`src/rtl/uart_pkg.sv`:
```
// Shared UART definitions: FSM state encoding, frame constants and the
// baud divider calculation. Also reused by the matching transmitter.
package uart_pkg;

  localparam int   DATA_BITS  = 8;
  localparam logic IDLE_LEVEL = 1'b1;

  typedef enum logic [2:0] {
    ST_IDLE,
    ST_START,
    ST_DATA,
    ST_PARITY,
    ST_STOP,
    ST_BREAK
  } uart_state_t;

  // Clocks per oversample tick, rounded to the nearest integer.
  function automatic int calc_div(input int clk_hz, input int baud, input int oversample);
    int denom;
    denom = baud * oversample;
    return (clk_hz + denom / 2) / denom;
  endfunction

endpackage

```
`src/rtl/uart_rx_oversampled_if.sv`:
```
// Receiver-side bundle: serial line in, received byte and status out.
// master = the receiver, slave = the line driver / byte consumer.
interface uart_rx_oversampled_if;
  import uart_pkg::*;

  logic                 rx;
  logic [DATA_BITS-1:0] rx_data;
  logic                 rx_valid;
  logic                 rx_flag;
  logic                 frame_err;
  logic                 parity_err;
  logic                 busy;

  modport master (
    input  rx,
    output rx_data, rx_valid, rx_flag, frame_err, parity_err, busy
  );

  modport slave (
    output rx,
    input  rx_data, rx_valid, rx_flag, frame_err, parity_err, busy
  );

endinterface

```
`src/rtl/uart_baud_tick.sv`:
```
// Oversample tick generator: one-cycle tick every DIV clocks plus the index
// of that tick inside the current bit. A synchronous clear re-phases both
// counters to the start edge.
module uart_baud_tick #(
  parameter int DIV        = 651,
  parameter int OVERSAMPLE = 16
) (
  input  logic                          clk,
  input  logic                          rst_n,
  input  logic                          clear,
  output logic                          tick,
  output logic [$clog2(OVERSAMPLE)-1:0] tick_idx
);
  localparam int CW = (DIV > 1) ? $clog2(DIV) : 1;
  localparam int IW = $clog2(OVERSAMPLE);

  logic [CW-1:0] div_cnt;

  assign tick = (div_cnt == CW'(DIV - 1));

  // Divider counter, wraps DIV-1 -> 0.
  always_ff @(posedge clk or negedge rst_n) begin
    if (!rst_n)
      div_cnt <= '0;
    else if (clear || tick)
      div_cnt <= '0;
    else
      div_cnt <= div_cnt + 1'b1;
  end

  // Tick index within a bit; holds the number of the tick currently presented.
  always_ff @(posedge clk or negedge rst_n) begin
    if (!rst_n)
      tick_idx <= '0;
    else if (clear)
      tick_idx <= '0;
    else if (tick)
      tick_idx <= (tick_idx == IW'(OVERSAMPLE - 1)) ? '0 : tick_idx + 1'b1;
  end

endmodule

```
`src/rtl/uart_rx_oversampled.sv`:
```
// 16x oversampled 8-bit UART receiver with 2-FF synchroniser, 3-sample
// majority vote, framing check and break handling.
// Optional parity stage enabled by defining UART_RX_PARITY_EN.
module uart_rx_oversampled
  import uart_pkg::*;
#(
  parameter int CLK_HZ     = 100_000_000,
  parameter int BAUD       = 9600,
  parameter int OVERSAMPLE = 16,
  parameter int PARITY_ODD = 0
) (
  input  logic                  clk,
  input  logic                  rst_n,
  uart_rx_oversampled_if.master bus
);
  localparam int DIV = calc_div(CLK_HZ, BAUD, OVERSAMPLE);
  localparam int IW  = $clog2(OVERSAMPLE);
  localparam int BW  = $clog2(DATA_BITS);
  localparam int HW  = $clog2(OVERSAMPLE / 2) + 1;

  if (OVERSAMPLE < 8 || (OVERSAMPLE % 2) != 0 || (PARITY_ODD != 0 && PARITY_ODD != 1)) begin : g_param_check
    $error("uart_rx_oversampled: OVERSAMPLE must be even and >= 8, PARITY_ODD must be 0 or 1");
  end

  logic [1:0]           sync_ff;
  logic                 s;
  logic                 tick;
  logic [IW-1:0]        tick_idx;
  logic                 tick_clear;
  uart_state_t          state, state_next;
  logic                 v0, v1;
  logic                 maj_point, maj_bit;
  logic                 start_ok, shift_en, frame_good, frame_bad;
  logic [DATA_BITS-1:0] shift_reg;
  logic [BW-1:0]        bit_cnt;
  logic [HW-1:0]        hi_cnt;
  logic [DATA_BITS-1:0] rx_data_q;
  logic                 rx_valid_q, rx_flag_q, frame_err_q;

  uart_baud_tick #(
    .DIV        (DIV),
    .OVERSAMPLE (OVERSAMPLE)
  ) u_tick (
    .clk      (clk),
    .rst_n    (rst_n),
    .clear    (tick_clear),
    .tick     (tick),
    .tick_idx (tick_idx)
  );

  assign s         = sync_ff[1];
  assign maj_point = tick && (tick_idx == IW'(OVERSAMPLE / 2 + 1));
  assign maj_bit   = (v0 & v1) | (v0 & s) | (v1 & s);

  // Two-stage synchroniser, preset to the idle line level.
  always_ff @(posedge clk or negedge rst_n) begin
    if (!rst_n)
      sync_ff <= {2{IDLE_LEVEL}};
    else
      sync_ff <= {sync_ff[0], bus.rx};
  end

  // Capture the first two of the three vote samples around mid-bit.
  always_ff @(posedge clk or negedge rst_n) begin
    if (!rst_n) begin
      v0 <= 1'b0;
      v1 <= 1'b0;
    end else if (tick) begin
      if (tick_idx == IW'(OVERSAMPLE / 2 - 1)) v0 <= s;
      if (tick_idx == IW'(OVERSAMPLE / 2))     v1 <= s;
    end
  end

  // FSM state register.
  always_ff @(posedge clk or negedge rst_n) begin
    if (!rst_n)
      state <= ST_IDLE;
    else
      state <= state_next;
  end

`ifdef UART_RX_PARITY_EN
  localparam logic PAR_SENSE = (PARITY_ODD != 0);
  logic par_en, par_bit, par_mismatch;
  logic parity_err_q;

  assign par_mismatch = (^shift_reg) ^ par_bit ^ PAR_SENSE;
`endif

  // Next-state logic and per-bit strobes for the datapath.
  always_comb begin
    state_next = state;
    tick_clear = 1'b0;
    start_ok   = 1'b0;
    shift_en   = 1'b0;
    frame_good = 1'b0;
    frame_bad  = 1'b0;
`ifdef UART_RX_PARITY_EN
    par_en     = 1'b0;
`endif
    case (state)
      ST_IDLE: begin
        if (s != IDLE_LEVEL) begin
          state_next = ST_START;
          tick_clear = 1'b1;
        end
      end
      ST_START: begin
        if (maj_point) begin
          if (maj_bit) begin
            state_next = ST_IDLE;
          end else begin
            state_next = ST_DATA;
            start_ok   = 1'b1;
          end
        end
      end
      ST_DATA: begin
        if (maj_point) begin
          shift_en = 1'b1;
          if (bit_cnt == BW'(DATA_BITS - 1)) begin
`ifdef UART_RX_PARITY_EN
            state_next = ST_PARITY;
`else
            state_next = ST_STOP;
`endif
          end
        end
      end
`ifdef UART_RX_PARITY_EN
      ST_PARITY: begin
        if (maj_point) begin
          par_en     = 1'b1;
          state_next = ST_STOP;
        end
      end
`endif
      ST_STOP: begin
        if (maj_point) begin
          if (maj_bit) begin
            frame_good = 1'b1;
            state_next = ST_IDLE;
          end else begin
            frame_bad  = 1'b1;
            state_next = ST_BREAK;
          end
        end
      end
      ST_BREAK: begin
        if (tick && s && (hi_cnt == HW'(OVERSAMPLE / 2 - 1)))
          state_next = ST_IDLE;
      end
      default: state_next = ST_IDLE;
    endcase
  end

  // Shift register, counters and the registered outputs.
  always_ff @(posedge clk or negedge rst_n) begin
    if (!rst_n) begin
      shift_reg   <= '0;
      bit_cnt     <= '0;
      hi_cnt      <= '0;
      rx_data_q   <= '0;
      rx_valid_q  <= 1'b0;
      rx_flag_q   <= 1'b0;
      frame_err_q <= 1'b0;
    end else begin
      rx_valid_q <= 1'b0;
      if (start_ok) begin
        rx_flag_q <= 1'b0;
        bit_cnt   <= '0;
      end
      if (shift_en) begin
        shift_reg <= {maj_bit, shift_reg[DATA_BITS-1:1]};
        bit_cnt   <= bit_cnt + 1'b1;
      end
      if (frame_good) begin
        rx_data_q   <= shift_reg;
        rx_valid_q  <= 1'b1;
        rx_flag_q   <= 1'b1;
        frame_err_q <= 1'b0;
      end
      if (frame_bad) begin
        frame_err_q <= 1'b1;
        hi_cnt      <= '0;
      end
      if (state == ST_BREAK && tick)
        hi_cnt <= s ? hi_cnt + 1'b1 : '0;
    end
  end

`ifdef UART_RX_PARITY_EN
  // Parity bit capture and the sticky parity error, refreshed on each good frame.
  always_ff @(posedge clk or negedge rst_n) begin
    if (!rst_n) begin
      par_bit      <= 1'b0;
      parity_err_q <= 1'b0;
    end else begin
      if (par_en)
        par_bit <= maj_bit;
      if (frame_good)
        parity_err_q <= par_mismatch;
    end
  end

  assign bus.parity_err = parity_err_q;
`else
  assign bus.parity_err = 1'b0;
`endif

  assign bus.rx_data   = rx_data_q;
  assign bus.rx_valid  = rx_valid_q;
  assign bus.rx_flag   = rx_flag_q;
  assign bus.frame_err = frame_err_q;
  assign bus.busy      = (state != ST_IDLE);

endmodule

```
`src/flat_wrapper.sv`:
```
// flat-port wrapper written by rule: the top's interface ports become plain ports
module uart_rx_oversampled_flat import uart_pkg::*;
#(
  parameter int CLK_HZ     = 100_000_000,
  parameter int BAUD       = 9600,
  parameter int OVERSAMPLE = 16,
  parameter int PARITY_ODD = 0
)
  (clk, rst_n, bus_rx, bus_rx_data, bus_rx_valid, bus_rx_flag, bus_frame_err, bus_parity_err, bus_busy);
  uart_rx_oversampled_if bus_i ();
  input  logic clk;
  input  logic rst_n;
  input wire logic [$bits(bus_i.rx)-1:0] bus_rx;
  output wire logic [$bits(bus_i.rx_data)-1:0] bus_rx_data;
  output wire logic [$bits(bus_i.rx_valid)-1:0] bus_rx_valid;
  output wire logic [$bits(bus_i.rx_flag)-1:0] bus_rx_flag;
  output wire logic [$bits(bus_i.frame_err)-1:0] bus_frame_err;
  output wire logic [$bits(bus_i.parity_err)-1:0] bus_parity_err;
  output wire logic [$bits(bus_i.busy)-1:0] bus_busy;
  assign bus_i.rx = bus_rx;
  assign bus_rx_data = bus_i.rx_data;
  assign bus_rx_valid = bus_i.rx_valid;
  assign bus_rx_flag = bus_i.rx_flag;
  assign bus_frame_err = bus_i.frame_err;
  assign bus_parity_err = bus_i.parity_err;
  assign bus_busy = bus_i.busy;
  uart_rx_oversampled #(.CLK_HZ(CLK_HZ), .BAUD(BAUD), .OVERSAMPLE(OVERSAMPLE), .PARITY_ODD(PARITY_ODD)) u_core (.clk(clk), .rst_n(rst_n), .bus(bus_i));
endmodule
```
`config.mk`:
```
export PLATFORM = sky130hd
export DESIGN_NAME = uart_rx_oversampled_flat
export DESIGN_NICKNAME = d
export VERILOG_FILES = /design/src/rtl/uart_pkg.sv /design/src/rtl/uart_rx_oversampled_if.sv /design/src/rtl/uart_baud_tick.sv /design/src/rtl/uart_rx_oversampled.sv /design/src/flat_wrapper.sv
export SDC_FILE = /design/constraint.sdc
export NUM_CORES = 1
export LEC_CHECK = 0
export CAP_MARGIN = 0
export CORE_AREA = 10 10 73 75
export CTS_CLUSTER_DIAMETER = 120
export DETAILED_ROUTE_END_ITERATION = 16
export DIE_AREA = 0 0 83 85
export PLACE_DENSITY_LB_ADDON = 0.2
export SYNTH_ARGS = -nofsm -noshare
export SYNTH_HDL_FRONTEND = slang
export SYNTH_HIERARCHICAL = 1
export SYNTH_SLANG_ARGS = --single-unit
```
`constraint.sdc`:
```
create_clock -name clk -period 7.35 [get_ports clk]
set_input_delay 1.47 -clock clk [delete_from_list [all_inputs] [get_ports clk]]
set_output_delay 1.47 -clock clk [all_outputs]
set_load 0.05 [all_outputs]
```
Yosys cells after proc, flatten, opt, wreduce, memory -nomap -nowiden
Cells that the tools add are included.
{ "totals": {"regBits": 47, "in_bits": 3, "output_inout_bits": 13, "word_cells": 88} }
{ "classes": {"addsub": 4, "eq_ne": 17, "mux": 34, "bitwise_logic": 5, "n_reduce_logical": 15} }
{ "op_table": {"columns": ["operator", "count"], "rows": [
  ["$mux W3", 9],
  ["$mux W4", 6],
  ["$mux W1", 16],
  ["$pmux W3 S5", 1],
  ["$eq A4 B4 Y1 const B", 3],
  ["$add A10 B1 Y10 const B", 1],
  ["$eq A10 B10 Y1 const B", 1],
  ["$mux W10", 1],
  ["$ne A2 B1 Y1 const B", 5],
  ["$reduce_bool A2 Y1", 5],
  ["$eq A3 B3 Y1 const B", 3],
  ["$add A4 B1 Y4 const B", 2],
  ["$eq A4 B3 Y1 const B", 2],
  ["$reduce_and A6 Y1", 1],
  ["$logic_and A1 B1 Y1", 4],
  ["$reduce_and A2 Y1", 2],
  ["$add A3 B1 Y3 const B", 1],
  ["$and A1 B1 Y1", 3],
  ["$eq A3 B1 Y1 const B", 1],
  ["$eq A3 B2 Y1 const B", 1],
  ["$logic_not A3 Y1", 1],
  ["$reduce_bool A3 Y1", 1],
  ["$mux W2", 1],
  ["$ne A2 B2 Y1 const B", 1],
  ["other kinds (2)", 3]
]} }

Longest topological paths before layout
Gate-level depths: netlist of the first run.
{ "logic_depth": {"ltp_word": 8, "mapped_depth": 9, "ltp_nobuf": 8} }

Modules after synthesis
The synthesis of the first run kept the hierarchy.
{ "by_module_without_submodules": {"columns": ["mod", "n_inst", "cells_per_inst", "area_per_inst_um2", "seq_area_each_um2"], "rows": [
  ["uart_rx_oversampled", 1, 123, 1516.5, 828.3],
  ["uart_baud_tick", 1, 75, 762.0, 350.3]
]} }

Worst setup path before layout of the first run
OpenSTA, ideal clock, no wires.
{ "synth_timing": {"path_kind": "register -> output", "start": "register u_core.state[1]", "end": "output port bus_busy", "arrival_ps": 1197, "t_required_ps": 5880, "slack_ps": 4683, "stages_incl_launch_ff": 3, "path_buffers": 1, "cell_sequence": "dfrtp_1 -> clkbuf_1 -> or3_1"} }
{ "synth_between": {"elab_chain_len": 1} }
{ "synth_lines": {"columns": ["element", "line_no", "text"], "rows": [
  ["from (decl)", "uart_rx_oversampled.sv:30", "uart_state_t state, state_next;"],
  ["from (signal assigned)", "uart_rx_oversampled.sv:79", "state <= state_next;"],
  ["$reduce_bool A3 Y1", "uart_rx_oversampled.sv:215", "assign bus.busy = (state != ST_IDLE);"],
  ["to (decl)", "flat_wrapper.sv:19", "output wire logic [$bits(bus_i.busy)-1:0] bus_busy;"]
]} }
No other way between the ends.

Worst setup path in the final report of the first run
Same ends and word-level chain as after synthesis.

==> results.md, run 1 <==
- Highest clock rate: 288.9 MHz
- Post-synth ARST share: 100.0%
- Fill cells: between 200 and 300
- Chip Width: 83 um
- Die area: 0.007055 mm2
- Synth Net Count: between 200 and 250
- Tmin final: 3461 ps
- Max-slew violation count: 0
- Reg-to-Reg Start: u_core/u_tick/div_cnt[4]
- CP delay by family, top: buffers and inverters
- Pwr/cell area: 167.5 mW/mm2
- Initial antenna violation count: 0
- Total grt overflow: 0
- R2R Setup Slk: 4430 ps
- Critical Path Fanout Max: 14
- Min-Delay Startpoint: u_core/sync_ff[0]
- Inserted Clock Buffers: 5
- Rows: 23
- Synth Register Bits: 47
- Via count: about 1600
- M2 GR Usage: 20.72%
- Setup TNS: 0 ps
- R2R Path End: u_core/shift_reg[1]
- Area growth syn-to-layout: 11.15%
- Max cap viols: 0
- Worst Hold End: u_core/sync_ff[1]
- Vias in the first global route: 1606
- N_diodes: 0
- Core area: 0.003914 mm2
- Share of cells above drive strength 1: 18.78%
- CP bufs+invs: 1
- Final Wtd Congestion: 0.8031
- Synthesized area: 0.002278 mm2
- Clk sinks: 47
- HP Class: reg2reg
- Min Hold Slack: around 360 ps
- Post-synth EDFFs: 0
- Reg clk slew, reported paths: 90 ps
- Hold-fix buffers, CTS: 0
- Post-route ant nets: 0
- Flip-flop count of the largest register after layout: 10
- M3 GR Usage: 4.111%
- NumNets Final: between 200 and 250
- Worst path cell trace: or3_1 -> clkdlybuf4s50_1
- Resized cells post-CTS: 0
- Layout Utilization: 64.71%
- Final Hold Fails: 0
- I/O Pins: 16
- Register area share after synthesis: 51.73%
- Crit end category: output port
- Slew HR: about a third
- Mapped Cells: 198
- Worst setup path class: reg2out
- Leakage power: 1.091 nW
- Global-route wire length before repair: 7438 um
- Setup Viol. Count Final: 0
- Yosys warns: 6
- Synth top area cells: dfrtp_1, mux2_2, ha_1, dfstp_2, nand3_1
- Critical Path AT: 1990 ps
- Skew-Pair Late Insertion Delay: 300 ps
- Post-route setup slack: 3889 ps
- Via density: 6.027
- Dominant synthesized flop cell: dfrtp_1
- PortBufs: 14
- Total Routing Usage GR: 12.22%
- Max stage delay on crit path: 720 ps
- Startpoint types: register
- CTS tree: built
- Most common cell after layout, fill and taps aside: dfrtp_1
- Largest net degree at the start of global routing: 48
- DR WL/cell: roughly 16 um
- Setup Skew: 6.618 ps
- Hpwl dp: 2996 um
- R2r worst-path depth: 6
- Final period utilization: 47.09%
- Die Y-Extent: 85 um
- Post-synth top area share: between 40% and 50%
- Bufs on Longest Clock Path: 2
- Total wire length: 4206 um
- Pre-Repair DR Iteration Count: 4
- Total number of H-tree levels: 2
- Status: finished clean
- Unrepaired setup endpoints after global routing: false
- Syn Area/Cell: 11.51 um2
- Reg area: 0.001179 mm2
- Iteration-0 DRC Markers: 110
- Setup bufs post-CTS: 0
- Post-DP Area: between 0.002 and 0.0025 mm2
- Area of the multi-input gates: 0.001041 mm2
- Critical-path top delay cell: clkdlybuf4s50_1
- Post-synth top area cell: dfrtp_1
- Peak supply drop: 84.81 uV
- Hold depth: 0
- Initial core utilization: 58.22%
- Residual DRC: 0
- Critical path required time: 5880 ps
- Grt met1 use: between 10% and 20%
- Most frequent cells in the layout: dfrtp_1, mux2_2, clkdlybuf4s50_1, nor2_1, nand2_1
- GR peak layer: met2
- Slew @ Worst Pin: ~1000 ps
- Root Buffer: clkbuf_8
- Post-synth cell types: 53
- Pre-CTS setup slack: 4220 ps
- Finished Cell Area: 0.002532 mm2
## worst max-delay path by stage
| stage | start | endpoint | slack [ps] | cells after the start |
|---|---|---|---|---|
| floorplan | u_core/state[1] | bus_busy | 4680 | 2 |
| global placement | u_core/state[1] | bus_busy | 4230 | 2 |
| detailed placement | u_core/state[1] | bus_busy | 4220 | 2 |
| CTS | u_core/state[1] | bus_busy | 3870 | 2 |
| global route | u_core/state[1] | bus_busy | 3790 | 2 |
| finish | u_core/state[1] | bus_busy | 3890 | 2 |
## metrics by stage
stage / instances / total power [mW]
after floorplan: 198 / 0.2665
after global placement: 255 / 0.2716
after detailed placement: 255 / 0.2719
after CTS: 263 / 0.4305
after global routing: 263 / 0.4442
final: 263 / 0.4241
## cells in the mapped netlist, types with 4 or more instances
cell type / instances
dfrtp_1: 45
mux2_2: 19
nor2_1: 13
nand2_1: 12
nand3_1: 10
a21oi_1: 9
ha_1: 6
inv_1: 6
o21ai_0: 5
or3_1: 5
a22o_1: 4
nand2b_1: 4
## power breakdown
part | switching (mW) | leakage [nW] | internal (mW)
Sequential | 0.000541 | 0.635 | 0.259
Clock | 0.0897 | 0.0408 | 0.0680
Combinational | 0.00578 | 0.415 | 0.000678
## layer usage
layer | routed length, um | share of wire [%]
met5 | 0 | 0
met4 | 42 | 1.0
met3 | 222 | 5.3
met2 | 2060 | 49
met1 | 1880 | 45
## cells by family after synthesis
kind of cell | count (synthesis) | share of synthesized area [%]
xor+xnor | 4 | 1.538
other cells | 1 | 0.1646
buf+inv | 13 | 2.581
compound gates | 37 | 12.03
simple gates | 67 | 17.46
flops | 47 | 51.73
fa+ha+maj | 7 | 3.789
mux | 22 | 10.71
## final cells by class
type / instances / share of cell area (%)
multi-input combinational: 138 / 41.11
inverter: 6 / 0.8893
clock inverter: 3 / 0.9387
tap: 50 / 2.470
timing repair buffer: 14 / 5.336
clock buffer: 5 / 2.717
sequential: 47 / 46.54
Power figures use the tool's default switching activity.
==> run 2, diff against run 1 <==
CORE_AREA = 10 10 78 80   (was 10 10 73 75)
DIE_AREA = 0 0 88 90   (was 0 0 83 85)
clock period = 2.8 ns   (was 7.35 ns; I/O delays follow)
==> results.md, run 2 (synthesis results as in run 1) <==
- Bufs on Longest Clock Path: 2
- Chip Width: 88 um
- Inserted Clock Buffers: 5
- Post-route ant nets: 0
- Critical path required time: 2990 ps
- Highest clock rate: 391.8 MHz
- Die area: roughly 0.0079 mm2
- NumNets Final: 226
- CTS tree: built
- Unrepaired setup endpoints after global routing: false
- Via count: 1588
- Global-route wire length before repair: 7941 um
- Status: finished clean
- Area growth syn-to-layout: 14.28%
- Hold-fix buffers, CTS: 0
- Flip-flop count of the largest register after layout: 10
- Critical Path AT: between 2000 and 3000 ps
- Tmin final: 2552 ps
- Iteration-0 DRC Markers: 81
- Total wire length: 4560 um
- Final Power: 1.217 mW
- Root Buffer: clkbuf_8
- Total number of H-tree levels: 2
- Area of the multi-input gates: 0.001041 mm2
- Min Hold Slack: 358.5 ps
- Critical Path Fanout Max: 7
- Rows: 25
- Pre-Repair DR Iteration Count: 4
- Startpoint types: register
- Worst path cell trace: or4b_4 -> nor3_4 -> buf_4 -> and4bb_2 -> nand3_1 -> mux2_2 -> a22o_1
- Setup Viol. Count Final: 0
- Worst setup path class: reg2reg
- Min-Delay Startpoint: u_core/sync_ff[0]
- Share of cells above drive strength 1: 20.64%
- I/O Pins: 16
- HP Class: reg2reg
- Max stage delay on crit path: 610 ps
- Residual DRC: 0
- Peak supply drop: 328.4 uV
- Setup Skew: 6.806 ps
- CP delay by family, top: simple AND/OR/NAND/NOR gates
- Core area: 0.004598 mm2
- Skew-Pair Late Insertion Delay: 300 ps
- Die Y-Extent: 90 um
- Setup bufs post-CTS: 0
- Final period utilization: approximately 91%
- Initial antenna violation count: 0
- Reg area: 0.001179 mm2
- Slew HR: 31.85%
- Via density: 5.838
- Total Routing Usage GR: 12.18%
- R2R Setup Slk: between 200 and 250 ps
- Fill cells: 387
- Final Wtd Congestion: 0.8857
- Leakage power: ~1.1 nW
- Max-slew violation count: 0
- Clk sinks: 47
- R2r worst-path depth: 7
- Initial core utilization: 49.55%
- Pwr/cell area: 467.3 mW/mm2
- Hold depth: 0
- Final Hold Fails: 0
- Hpwl dp: 3272 um
- DR WL/cell: 16.76 um
- R2R Path End: u_core/bit_cnt[1]
- Resized cells post-CTS: 0
- CP bufs+invs: 1
- Max cap viols: 0
- Most frequent cells in the layout: dfrtp_1, mux2_2, clkdlybuf4s50_1, nor2_1, nand2_1
- Slew @ Worst Pin: between 1000 and 1500 ps
- Vias in the first global route: around 1700
- Largest net degree at the start of global routing: 48
- Most common cell after layout, fill and taps aside: dfrtp_1
- Reg-to-Reg Start: u_core/u_tick/div_cnt[4]
- PortBufs: 14
- Reg clk slew, reported paths: about 90 ps
- Critical-path top delay cell: or4b_4
- Crit end category: register
- Total grt overflow: 0
- Worst Hold End: u_core/sync_ff[1]
- Setup TNS: 0 ps
- N_diodes: 0
[run 2: changes by cell type in the layout (fill, tap and decap cells not counted), sizes merged]
cell and change:
buf +5, clkbuf +1, bufinv +1, clkinvlp -2
[run 2: worst max path at each step]
stage,to,slack (ps),from,depth (start not counted)
final,u_core/bit_cnt[1],250,u_core/u_tick/div_cnt[4],7
after global routing,u_core/bit_cnt[1],140,u_core/u_tick/div_cnt[4],7
after CTS,bus_busy,250,u_core/state[0],2
after detailed placement,u_core/bit_cnt[1],280,u_core/u_tick/div_cnt[4],7
after global placement,u_core/bit_cnt[1],370,u_core/u_tick/div_cnt[4],7
after floorplan,u_core/bus.rx_data[0],250,u_core/u_tick/div_cnt[4],7
[run 2: per-stage QoR]
step,cell area [um2],instances,utilization (%),worst slack (ps)
2_1_floorplan,2278,198,-,251.6
3_3_place_gp,2482,264,53.99,367.2
3_5_place_dp,2482,264,53.99,276.1
4_1_cts,2604,272,56.63,251.2
5_1_grt,2604,272,56.63,144.7
6_report,2604,272,56.63,247.9
[run 2: layout make-up]
cell class | count | area share, %
clock buffer | 6 | 3.172
clock inverter | 2 | 1.490
inverter | 6 | 0.8650
multi-input combinational | 138 | 39.98
sequential | 47 | 45.27
tap | 54 | 2.595
timing repair buffer | 19 | 6.631
[run 2: routing by layer]
metal  GRT usage [%]  wire length [um]  vias to the layer above
li1                -                 -                      765
met1           14.25              1993                      798
met2           20.81              2395                       21
met3           3.069               132                        4
met4           3.989                38                        0
met5               0                 0                        -
[run 2: power breakdown]
group / switching, mW / internal (mW) / total, mW / leakage [nW]
Clock: 0.224 / 0.294 / 0.517 / 0.0618
Combinational: 0.0156 / 0.00178 / 0.0174 / 0.441
Sequential: 0.00144 / 0.681 / 0.682 / 0.635
